<file path="src/rtl/datapath_seq.sv">
// Control sequencer for the lab datapath: captures one command per start pulse
// and steps the datapath through register read, execute and writeback cycles.
module datapath_seq #(
  parameter int IMM_W = 8
) (
  input  logic             clk,
  input  logic             reset,
  input  logic             start,
  input  logic [1:0]       cmd,
  input  logic [2:0]       rd,
  input  logic [2:0]       rn,
  input  logic [2:0]       rm,
  input  logic [1:0]       sh,
  input  logic [1:0]       aluop,
  input  logic [IMM_W-1:0] imm,
  output logic [2:0]       readnum,
  output logic [2:0]       writenum,
  output logic             write,
  output logic             vsel,
  output logic             loada,
  output logic             loadb,
  output logic             asel,
  output logic             bsel,
  output logic             loadc,
  output logic             loads,
  output logic [1:0]       shift,
  output logic [1:0]       ALUop,
  output logic [15:0]      datapath_in,
  output logic             ready,
  output logic             done
);

  localparam logic [1:0] CMD_MOVI = 2'b00;
  localparam logic [1:0] CMD_ALU  = 2'b01;
  localparam logic [1:0] CMD_CMP  = 2'b10;
  localparam logic [1:0] CMD_MOVR = 2'b11;

  typedef enum logic [2:0] {
    S_IDLE = 3'd0,
    S_WIMM = 3'd1,
    S_GETA = 3'd2,
    S_GETB = 3'd3,
    S_EXEC = 3'd4,
    S_WRB  = 3'd5
  } state_t;

  state_t           state_r;
  state_t           state_n;
  logic             done_r;
  logic [1:0]       cmd_r;
  logic [2:0]       rd_r;
  logic [2:0]       rn_r;
  logic [2:0]       rm_r;
  logic [1:0]       sh_r;
  logic [1:0]       aluop_r;
  logic [IMM_W-1:0] imm_r;
  logic             capture_s;

  assign capture_s = (state_r == S_IDLE) && start;

  // State register; done marks the first IDLE cycle after a command finishes
  always_ff @(posedge clk) begin
    if (reset) begin
      state_r <= S_IDLE;
      done_r  <= 1'b0;
    end else begin
      state_r <= state_n;
      done_r  <= (state_r != S_IDLE) && (state_n == S_IDLE);
    end
  end

  // Command descriptor latches, loaded only at a capture edge
  always_ff @(posedge clk) begin
    if (reset) begin
      cmd_r   <= 2'b00;
      rd_r    <= 3'd0;
      rn_r    <= 3'd0;
      rm_r    <= 3'd0;
      sh_r    <= 2'b00;
      aluop_r <= 2'b00;
      imm_r   <= {IMM_W{1'b0}};
    end else if (capture_s) begin
      cmd_r   <= cmd;
      rd_r    <= rd;
      rn_r    <= rn;
      rm_r    <= rm;
      sh_r    <= sh;
      aluop_r <= aluop;
      imm_r   <= imm;
    end
  end

  // Next-state decode
  always_comb begin
    state_n = state_r;
    case (state_r)
      S_IDLE: begin
        if (start) begin
          case (cmd)
            CMD_MOVI: state_n = S_WIMM;
            CMD_MOVR: state_n = S_GETB;
            default:  state_n = S_GETA;
          endcase
        end else begin
          state_n = S_IDLE;
        end
      end
      S_WIMM:  state_n = S_IDLE;
      S_GETA:  state_n = S_GETB;
      S_GETB:  state_n = S_EXEC;
      S_EXEC:  state_n = (cmd_r == CMD_CMP) ? S_IDLE : S_WRB;
      S_WRB:   state_n = S_IDLE;
      default: state_n = S_IDLE;
    endcase
  end

  // Datapath control decode from state and latched fields
  always_comb begin
    readnum  = 3'd0;
    writenum = 3'd0;
    write    = 1'b0;
    vsel     = 1'b0;
    loada    = 1'b0;
    loadb    = 1'b0;
    asel     = 1'b0;
    bsel     = 1'b0;
    loadc    = 1'b0;
    loads    = 1'b0;
    shift    = 2'b00;
    ALUop    = 2'b00;
    case (state_r)
      S_WIMM: begin
        write    = 1'b1;
        vsel     = 1'b1;
        writenum = rd_r;
      end
      S_GETA: begin
        loada   = 1'b1;
        readnum = rn_r;
      end
      S_GETB: begin
        loadb   = 1'b1;
        readnum = rm_r;
      end
      S_EXEC: begin
        loadc = 1'b1;
        shift = sh_r;
        asel  = (cmd_r == CMD_MOVR);
        loads = (cmd_r == CMD_ALU) || (cmd_r == CMD_CMP);
        case (cmd_r)
          CMD_ALU: ALUop = aluop_r;
          CMD_CMP: ALUop = 2'b01;
          default: ALUop = 2'b00;
        endcase
      end
      S_WRB: begin
        write    = 1'b1;
        writenum = rd_r;
      end
      default: begin
        write = 1'b0;
      end
    endcase
    datapath_in             = 16'h0000;
    datapath_in[IMM_W-1:0]  = imm_r;
    ready                   = (state_r == S_IDLE);
    done                    = done_r;
  end

endmodule

</file>
<file path="config.mk">
export PLATFORM = sky130hd
export DESIGN_NAME = datapath_seq
export DESIGN_NICKNAME = d
export VERILOG_FILES = /design/src/rtl/datapath_seq.sv
export SDC_FILE = /design/constraint.sdc
export NUM_CORES = 1
export LEC_CHECK = 0
export BUFFER_PORTS_ARGS = -buffer_cell sky130_fd_sc_hd__buf_2
export CAP_MARGIN = 20
export CORE_ASPECT_RATIO = 1.4
export CORE_MARGIN = 5
export CORE_UTILIZATION = 48
export CTS_CLUSTER_SIZE = 14
export DETAILED_ROUTE_END_ITERATION = 10
export PLACE_DENSITY = 0.89
export SLEW_MARGIN = 20
export SYNTH_ARGS = -nofsm -noshare
export SYNTH_HDL_FRONTEND = slang
export SYNTH_SLANG_ARGS = --single-unit
export TNS_END_PERCENT = 30
</file>
<file path="constraint.sdc">
create_clock -name clk -period 3.25 [get_ports clk]
set_input_delay 0.325 -clock clk [delete_from_list [all_inputs] [get_ports clk]]
set_output_delay 0.325 -clock clk [all_outputs]
set_load 0.05 [all_outputs]
</file>
# Word-level counts from Yosys, hierarchy flattened
# Cells that the tools add are included.
# word_totals
out_inout_bits,36
wordCells,42
input_bits,26
regBits,27
# classes
eq_ne,9
n_reduce_logical,8
mux,16
# ops
operator,count
case mux 3 bit (4 select lines),1
two-way mux 3 bit,3
case mux 2 bit (2 select lines),2
two-way mux 1 bit,7
"equality test 2 bit, second input constant",3
"equality test 3 x 2 -> 1 bit, second input constant",2
"equality test 3 bit, second input constant",2
zero test 3 bit,2
case mux 3 bit (2 select lines),1
two-way mux 2 bit,2
"equality test 3 x 1 -> 1 bit, second input constant",1
nonzero test 3 bit,1
"equality test 2 x 1 -> 1 bit, second input constant",1
logical AND 1 bit,2
zero test 2 bit,1
OR reduction 2 bit,1
logical OR 1 bit,1

# Depth between registers and ports, before layout
# logic_depth
ltp_word,6
mapped_depth,6
mapped_depth_nobuf,5

# Worst setup path before layout
# OpenSTA, ideal clock, no wires.
# synth_path
kind,register to output
startpoint,register state_r[2]
endpoint,output readnum[0]
path_buffers,1
path_stages_with_launch,4
required_ps,2925
t_arrival_ps,2424
path_slack_ps,501
path_cell_list,dfxtp_1 > buf_6 > nor3b_1 > a22o_1
# synth_between
elab_chain_cells,2
word_cells_on_any_way,3
cone_classes,2 x eq/ne; 1 x mux
# synth_rtl
element,line,source
from (decl),47,state_t state_r;
from (signal assigned),67,state_r <= state_n;
equality test 3 x 2 -> 1 bit,131,case (state_r)
case mux 3 bit (2 select lines) (*),131,
to (decl),16,"output logic [2:0] readnum,"
# Mark *: on every way between the ends. The rest lies on a longest branch, timed or not.

# Final worst setup path
# layout_path
startpoint,register state_r[2]
endpoint,output ALUop[1]
# layout_between
elab_chain_cells,2
# layout_rtl
element,line,source
equality test 3 bit,131,
two-way mux 2 bit,131,
to (decl),27,"output logic [1:0] ALUop,"
# Every way passes these cells.

==> flow_metrics.env <==
export IMPL_power_share_clock=0.189
export IMPL_period_needed_ns=2.21
export IMPL_portBuffers=52
export IMPL_placed_area_um2=1470
export IMPL_tightestPinTransition_ns=0.765
export IMPL_grt_pass1_vias=1006
export IMPL_syn_to_final_growth_pct=16.9
export IMPL_ir_worst_vdd_v=0.000266
export IMPL_fin_skew_ns=0.00467
export IMPL_clk_latency_ns=0.31
export IMPL_synthCells=161
export IMPL_critPathRequiredTime_ns=2.92
export IMPL_clock_sinks=27
export IMPL_hpwlAfterDp_um=2130
export IMPL_slew_violations=0
export IMPL_cts_tree="yes"
export IMPL_grt_overflow_total=0
export IMPL_synth_area_top_cells="dfxtp_1 (42%), nand2_1 (13%), a21oi_1 (11%)"
export IMPL_drive_gt1_frac=0.302
export IMPL_cts_resized=0
export IMPL_setup_ws_ns=1.04
export IMPL_antenna_found_initial=0
export IMPL_setup_tns_ns=0
export IMPL_crit_arrival_ns=1.89
export IMPL_wl_per_cell_um=11.4
export IMPL_stdcell_area_um2=1500
export IMPL_hp_class="primary input to register"
export IMPL_power_density_nw_per_um2=482
export IMPL_worstSetupPathType="register to primary output"
export IMPL_htree_levels=1
export IMPL_grt_total_usage=0.149
export IMPL_synth_compound_area_frac=0.135
export IMPL_comb_power_share=0.287
export IMPL_status="finished clean"
export IMPL_synth_simple_area_share=0.255
export IMPL_wl_um=2760
export IMPL_maxSlewHeadroom=0.490
export IMPL_diodes=0
export IMPL_fmaxAchievable_mhz=452
export IMPL_grt_max_degree=28
export IMPL_dr_first_iter_drc_count=19
export IMPL_die_h_um=71.1
export IMPL_postCtsSetupBuffers=0
export IMPL_async_flop_share=0
export IMPL_path_clk_slew_ns=0.14
export IMPL_place_congestion=0.707
export IMPL_leakage_nw=0.756
export IMPL_cts_buffers=3
export IMPL_syn_area_per_cell_um2=7.96
export IMPL_cts_hold_buffers=0
export IMPL_dp_slack_ns=1.39
export IMPL_initial_core_util=0.495
export IMPL_critPathTopFamily="simple AND/OR/NAND/NOR gates"
export IMPL_drc_errors=0
export IMPL_synthFlopType="dfxtp_1"
export IMPL_setup_viol=0
export IMPL_synth_top_family_by_area="simple AND/OR/NAND/NOR gates"
export IMPL_slowest_delay_ns=0.57
export IMPL_nFillCells=287
export IMPL_drt_pass1_iter_count=4
export IMPL_nNetsFinal=236
export IMPL_fin_crit_sh=0.681
export IMPL_fp_dieArea_um2=3820
export IMPL_yosysWarningCount=0
export IMPL_grt_pass1_wl_um=4370
export IMPL_cts_root_buf="clkbuf_4"
export IMPL_p_int_w=0.000458
export IMPL_end_kind="primary output"
export IMPL_power_switching_w=0.000263
export IMPL_synth_edf_count=0
export IMPL_floorplan_core_area_um2=2590
export IMPL_maxCapViolations=0
export IMPL_synth_cell_types=27
export IMPL_synthAdderAreaFrac=0.0391
export IMPL_cp_num_buf_inv=1
export IMPL_pwr_share_seq=0.524
export IMPL_via_per_inst=4.68
export IMPL_start_kind="register"
export IMPL_hold_viol_final=0
export IMPL_postRouteAntennaNets=0
export IMPL_seq_area_frac_synth=0.422
export IMPL_num_rows=22
export IMPL_synthMuxAreaShare=0
export IMPL_die_w_um=53.7
export IMPL_clk_path_buf_depth=2
export IMPL_synth_cell_area_um2=1280
export IMPL_synth_top_cell_by_area="dfxtp_1"
export IMPL_ys_ff_latch=27
export IMPL_grt_setup_unrepaired="no"
export IMPL_cp_slowest_cell="dfxtp_1"
export IMPL_swShare=0.365
export IMPL_vias=1129
export IMPL_io_pins=62
export IMPL_cp_max_fo=12
export IMPL_synth_xor_area_frac=0
export IMPL_netlist_area_leader_share=0.422
export IMPL_path_cells="or3b_1 -> nor2_1 -> and3_1 -> buf_2"
cell usage after synthesis (3+ instances only):
cell,n
a21oi_1,27
a22o_1,3
and2_1,3
and3_2,3
buf_2,3
buf_4,9
buf_6,5
clkbuf_1,3
dfxtp_1,27
ha_1,4
inv_1,9
nand2_1,46
nor2_1,3
worst min-delay path, delay by kind of cell:
| family | cells | cell delay [ns] |
|---|---|---|
| compound gates | 1 | 0.05 |
| buf+inv | 1 | 0.09 |
| simple gates | 1 | 0.04 |
final timing paths:
check,startpoint,to,slack [ns],cells past startpoint
hold reg to reg,imm_r[5]$_SDFFE_PP0P_,imm_r[5]$_SDFFE_PP0P_,0.46,2
setup reg to reg,state_r[0]$_SDFF_PP0_,cmd_r[0]$_SDFFE_PP0P_,1.51,3
setup / recovery,state_r[2]$_SDFF_PP0_,ALUop[1],1.04,4
hold / removal,rn[0],rn_r[0]$_SDFFE_PP0P_,0.23,3
cell type report:
class	count	area [um^2]	share of cell area
clock buffers	3	22.5	0.0150
clock inverters	1	5.00	0.00334
inverters	9	33.8	0.0226
multi-input cells	112	583	0.389
flip-flops and latches	27	541	0.361
well taps	36	45.0	0.0301
repair buffers	53	268	0.179
cell usage in the layout, fill, tap and decap left out, drive strengths merged:
| master | count |
|---|---|
| dfxtp | 27 |
| a31oi | 1 |
| or4b | 1 |
| a21oi | 27 |
| clkinv | 1 |
| nor2 | 3 |
| a22o | 3 |
| or2 | 1 |
| nand2 | 46 |
| nand2b | 2 |
| and3 | 4 |
| nor3b | 1 |
| and3b | 1 |
| inv | 9 |
| clkbuf | 3 |
| o21ai | 1 |
| nor4 | 1 |
| conb | 9 |
| nor3 | 2 |
| nor4b | 1 |
| ha | 4 |
| or3b | 1 |
| and2 | 3 |
| buf | 53 |
power groups by stage:
stage / clock [W] / sequential, W / combinational, W
2_1_floorplan: 0 / 0.000407 / 0.000158
3_3_place_gp: 0 / 0.000384 / 0.000206
3_5_place_dp: 0 / 0.000386 / 0.000208
4_1_cts: 0.000141 / 0.000378 / 0.000209
5_1_grt: 0.000156 / 0.000382 / 0.000224
6_report: 0.000137 / 0.000378 / 0.000207
sequential cells by signal, summed over array words and instances (netlist names):
| signal | flops |
|---|---|
| imm_r | 8 |
| rd_r | 3 |
| rm_r | 3 |
| rn_r | 3 |
| state_r | 3 |
| aluop_r | 2 |
| cmd_r | 2 |
| sh_r | 2 |
| done | 1 |
stage by stage:
step	utilization	power, W	hold WS, ns	std cells
after floorplan	-	0.000565	0.432	169
after global placement	0.568	0.000591	0.439	237
after detailed placement	0.568	0.000594	0.443	237
after CTS	0.579	0.000728	0.222	241
after global routing	0.579	0.000762	0.209	241
final	0.579	0.000721	0.226	241
per-layer routing:
metal	global-route usage	routed length [um]	share of wire
met5	0	0	0
met4	0.0511	23	0.0083
met3	0.0211	162	0.059
met2	0.274	1490	0.54
met1	0.165	1080	0.39
logic make-up after synthesis:
group	count (synthesis)
buffers and inverters	30
adder cells (fa/ha/maj)	4
AO/OA/AOI/OAI	32
AND/OR/NAND/NOR	67
flip-flops	27
other	1
(Power assumes the default switching activity.)
